==> src/rtl/pika_pkg.sv <==
// Shared definitions for the volleyball game: state encodings and screen/court geometry.
`default_nettype none

package pika_pkg;

  typedef enum logic [1:0] {
    ST_START = 2'd0,
    ST_WAIT  = 2'd1,
    ST_GAME  = 2'd2,
    ST_END   = 2'd3
  } game_state_t;

  localparam int BALL_W    = 30;
  localparam int BALL_H    = 30;
  localparam int VBUF_W    = 320;
  localparam int VBUF_H    = 240;
  localparam int NET_POS_X = 160;
  localparam int NET_W     = 6;
  localparam int FLOOR_Y   = 220;

endpackage

`default_nettype wire

==> src/rtl/btn_edge_sync.sv <==
// Two-flop synchroniser for an asynchronous button followed by a one-cycle rising-edge pulse.
`default_nettype none

module btn_edge_sync (
  input  logic clk,
  input  logic reset_n,
  input  logic btn,
  output logic rise
);

  logic meta;
  logic sync;
  logic hist;

  always_ff @(posedge clk) begin
    if (!reset_n) begin
      meta <= 1'b0;
      sync <= 1'b0;
      hist <= 1'b0;
    end else begin
      meta <= btn;
      sync <= meta;
      hist <= sync;
    end
  end

  assign rise = sync & ~hist;

endmodule

`default_nettype wire

==> src/rtl/game_referee.sv <==
// Volleyball referee: detects floor contact, awards points, sequences START/WAIT/GAME/END.
`default_nettype none

module game_referee #(
  parameter int BALL_W         = pika_pkg::BALL_W,
  parameter int BALL_H         = pika_pkg::BALL_H,
  parameter int FLOOR_Y        = pika_pkg::FLOOR_Y,
  parameter int NET_POS_X      = pika_pkg::NET_POS_X,
  parameter int NET_W          = pika_pkg::NET_W,
  parameter int PLAYER_ON_LEFT = 1,
  parameter int WAIT_CYCLES    = 100_000_000,
  parameter int WIN_SCORE      = 15
) (
  input  logic        clk,
  input  logic        reset_n,
  input  logic        start_btn,
  input  logic [11:0] Ball_X,
  input  logic [11:0] Ball_Y,
  output logic [1:0]  Game_state,
  output logic        who_win,
  output logic [3:0]  player_score,
  output logic [3:0]  npc_score,
  output logic        point_pulse
);

  import pika_pkg::*;

  localparam int CNT_W = (WAIT_CYCLES > 1) ? $clog2(WAIT_CYCLES) : 1;

  game_state_t      state;
  logic [CNT_W-1:0] cnt;
  logic             start_rise;
  logic [12:0]      ball_bottom;
  logic [12:0]      ball_cx;
  logic             landed;
  logic             on_left;
  logic             npc_gets;
  logic [3:0]       npc_next;
  logic [3:0]       player_next;

  btn_edge_sync u_start_sync (
    .clk     (clk),
    .reset_n (reset_n),
    .btn     (start_btn),
    .rise    (start_rise)
  );

  // 13-bit arithmetic keeps the sums from wrapping near the top of the 12-bit range.
  assign ball_bottom = {1'b0, Ball_Y} + 13'(BALL_H);
  assign ball_cx     = {1'b0, Ball_X} + 13'(BALL_W / 2);
  assign landed      = (ball_bottom >= 13'(FLOOR_Y));
  assign on_left     = (ball_cx < 13'(NET_POS_X + NET_W / 2));
  assign npc_gets    = (PLAYER_ON_LEFT != 0) ? on_left : ~on_left;
  assign npc_next    = npc_score + 4'd1;
  assign player_next = player_score + 4'd1;

  always_ff @(posedge clk) begin
    if (!reset_n) begin
      state        <= ST_START;
      cnt          <= '0;
      who_win      <= 1'b0;
      player_score <= 4'd0;
      npc_score    <= 4'd0;
      point_pulse  <= 1'b0;
    end else begin
      point_pulse <= 1'b0;
      case (state)
        ST_START: begin
          if (start_rise) begin
            player_score <= 4'd0;
            npc_score    <= 4'd0;
            who_win      <= 1'b0;
            cnt          <= '0;
            state        <= ST_WAIT;
          end
        end
        ST_WAIT: begin
          if (cnt == CNT_W'(WAIT_CYCLES - 1)) begin
            cnt   <= '0;
            state <= ST_GAME;
          end else begin
            cnt <= cnt + 1'b1;
          end
        end
        ST_GAME: begin
          // Leaving IN_GAME on the scoring edge guarantees one point per rally.
          if (landed) begin
            point_pulse <= 1'b1;
            cnt         <= '0;
            if (npc_gets) begin
              npc_score <= npc_next;
              who_win   <= 1'b1;
              state     <= (npc_next == 4'(WIN_SCORE)) ? ST_END : ST_WAIT;
            end else begin
              player_score <= player_next;
              who_win      <= 1'b0;
              state        <= (player_next == 4'(WIN_SCORE)) ? ST_END : ST_WAIT;
            end
          end
        end
        ST_END: begin
          if (start_rise) state <= ST_START;
        end
        default: state <= ST_START;
      endcase
    end
  end

  assign Game_state = state;

endmodule

`default_nettype wire

==> config.mk <==
export PLATFORM = sky130hd
export DESIGN_NAME = game_referee
export DESIGN_NICKNAME = d
export VERILOG_FILES = /design/src/rtl/pika_pkg.sv /design/src/rtl/btn_edge_sync.sv /design/src/rtl/game_referee.sv
export SDC_FILE = /design/constraint.sdc
export NUM_CORES = 1
export LEC_CHECK = 0
export BUFFER_PORTS_ARGS = -buffer_cell sky130_fd_sc_hd__buf_2
export CAP_MARGIN = 20
export CORE_MARGIN = 5
export CORE_UTILIZATION = 44
export DETAILED_ROUTE_END_ITERATION = 16
export HOLD_SLACK_MARGIN = 0.05
export PLACE_DENSITY = 0.63
export SYNTH_ARGS = -nofsm -noshare
export SYNTH_HDL_FRONTEND = slang
export SYNTH_HIERARCHICAL = 1
export SYNTH_SLANG_ARGS = --single-unit
==> constraint.sdc <==
create_clock -name clk -period 2.7 [get_ports clk]
set_input_delay 0.135 -clock clk [delete_from_list [all_inputs] [get_ports clk]]
set_output_delay 0.135 -clock clk [all_outputs]
set_load 0.02 [all_outputs]
==> flow_metrics.py <==
metrics = {
    "routing": {
        "wire_per_inst_um": 14.4,
        "post-route-drc-count": 0,
        "final_antenna_net_count": 0,
        "vias_per_cell": 6.00,
        "drt_iter0_drc": 98,
        "wirelength_um": 6310,
        "dr.pass1.iters": 4,
        "vias": 2620,
    },
    "placed_design": {
        "dp_worst_setup_slack_ns": 0.309,
        "portBuffers": 37,
        "hpwl_um": 4480,
        "routabilityCongestion": 0.813,
    },
    "global_route": {
        "grt_max_degree": 48,
        "antenna_found_initial": 0,
        "grt_overflow": 0,
        "grt_usage_pct": 16.8,
        "grt_pass1_wl_um": 10600,
        "grt_pass1_vias": 2334,
    },
    "synth": {
        "synth.largest_area_cell": "dfxtp_1",
        "synth_seq_cells": 42,
        "yosysMostFrequentCell": "dfxtp_1",
        "synthTopCellsByArea": "dfxtp_1 31%, o31ai_1 5.9%, a21oi_1 5.6%",
        "yosys_warnings": 6,
        "syn_inst": 329,
        "postSynth.asyncResetShare_pct": 0,
        "synth_fp_nets": 361,
        "synth_enable_flop_cells": 0,
        "synth.top_cell.area_share_pct": 31.3,
        "synth_area_um2": 2690,
        "seq_area_frac_synth_pct": 31.3,
        "avgSynthCellArea_um2": 8.16,
        "ys_top_cells_by_count": "42 x dfxtp_1, 30 x a21oi_1, 26 x nand2_1",
        "synth_cell_types": 65,
        "ys.flop_type": "dfxtp_1",
    },
    "layout": {
        "diodes": 0,
        "multi_input_area_um2": 1700,
        "fillers": 600,
        "final_nets": 393,
        "seqCellArea_um2": 841,
        "syn_to_final_growth_pct": 13.7,
        "layout-drive-gt1-share_pct": 17.7,
    },
    "floorplan": {
        "dieArea_um2": 7770,
        "core-area_um2": 5920,
        "die-width_um": 88.1,
        "die_h_um": 88.1,
        "start_util_pct": 45.4,
        "num_rows": 28,
        "ios": 39,
    },
    "sta": {
        "timing.hold.ws_ns": 0.178,
        "setup_slack_ns": 0.495,
        "slew_headroom_pct": 57.0,
        "max_freq_ghz": 0.453,
        "rsz0062_at_grt": "false",
        "fin_crit_sh_pct": 81.7,
        "finalHoldViolCount": 0,
        "tightestPinTransition_ns": 0.636,
        "setup_tns_ns": 0,
        "slew_violations": 0,
        "timing.final.crit_period_ns": 2.21,
        "setup_viol": 0,
        "skew_ns": 0.0121,
    },
    "clock_network": {
        "cts_buffer_depth": 2,
        "numCtsBuffers": 5,
        "cts_resized": 0,
        "hold_buffers": 1,
        "insertion_delay_ns": 0.30,
        "post_cts_buffers": 0,
        "cts_root_buf": "clkbuf_8",
        "cts_max_level": 2,
        "clk_pin_slew_ns": 0.08,
        "tritoncts": "yes",
        "cts_sinks": 42,
    },
    "job": {
        "max_cap_violations": 0,
    },
    "critical_path": {
        "worstSetupPathType": "flop to flop",
        "cp-start-kind": "flop",
        "cp_data_arrival_time_ns": 2.38,
        "required_ns": 2.88,
        "worst-path-max-fanout": 25,
        "critPathCaptureType": "flop",
    },
    "pwr": {
        "power_density_nw_per_um2": 416,
        "power_leakage_nw": 1.07,
        "peakVddDrop_uv": 331,
    },
    "status": {
        "status": "complete, no violations",
    },
    "worst_hold_path": {
        "hp-class": "input pin to flop",
    },
}
## area by class of cell
class                      instances  area share [%]
clock buffer                       5            2.25
clock inverter                     3            1.31
inverter                          11            1.35
multi-input combinational        257            55.8
sequential                        42            27.5
tap                               75            3.07
timing repair buffer              44            8.68
## stage by stage
step	instances	utilization [%]	power, mW	instance area [um^2]
floorplan	329	-	0.738	2690
global placement	428	49.6	0.785	2940
detailed placement	428	49.6	0.788	2940
CTS	437	51.6	1.28	3050
global route	437	51.6	1.33	3050
finish	437	51.6	1.27	3050
## power by group
group	switching [mW]	internal, mW
combinational	0.0866	0.0583
clock	0.223	0.272
sequential	0.00433	0.624
total	0.314	0.955
## worst max-delay path: stages, from the launching register on
cell     delay (ns)
dfxtp_1        0.43
and4_4         0.29
nand4_2        0.12
or4_4          0.59
o311a_4        0.33
o21ai_4        0.07
buf_12         0.19
a21oi_1        0.05
## cell families after synthesis
group / synth area share [%]
and+or+nand+nor: 31.6
muxes: 0.746
AOI/OAI and AO/OA: 27.3
xor gates and xnor gates: 0.979
adders and majority gates: 2.33
DFF: 31.3
buffers and inverters: 5.68
## registers in the layout (all words and copies together) (netlist names)
register	count
who_win	1
npc_score	4
u_start_sync/sync	1
cnt	27
u_start_sync/hist	1
point_pulse	1
Game_state	2
u_start_sync/meta	1
player_score	4
## per-layer routing
layer | vias up | global-route usage, % | wire length, um
li1 | 1330 | - | -
met1 | 1247 | 21.1 | 2970
met2 | 36 | 29.1 | 3020
met3 | 7 | 3.20 | 255
met4 | 0 | 5.08 | 75
met5 | - | 0 | 0
## path summary, 6_finish.rpt
check,start,endpoint,slack [ns],cells past startpoint
setup / recovery,cnt[2]$_SDFFE_PN0P_,cnt[3]$_SDFFE_PN0P_,0.49,7
hold reg to reg,u_start_sync/meta$_SDFF_PN0_,u_start_sync/sync$_SDFF_PN0_,0.43,1
hold / removal,reset_n,player_score[0]$_SDFFE_PN0P_,0.18,2
setup reg to reg,cnt[2]$_SDFFE_PN0P_,cnt[3]$_SDFFE_PN0P_,0.49,7
## cell usage in the layout (no fill, tap or decap), types with 6 or more instances in the layout
cell type  instances
dfxtp_1           42
o21ai_0           11
or3_1              7
and3_1             7
nand2_1           26
nand4_1            6
buf_2             37
and2_1            10
nor2_1            16
o31ai_1           21
nor3_1             7
or4_1             20
nand3_1           17
inv_1             10
a21oi_1           30
(Power assumes the default switching activity.)
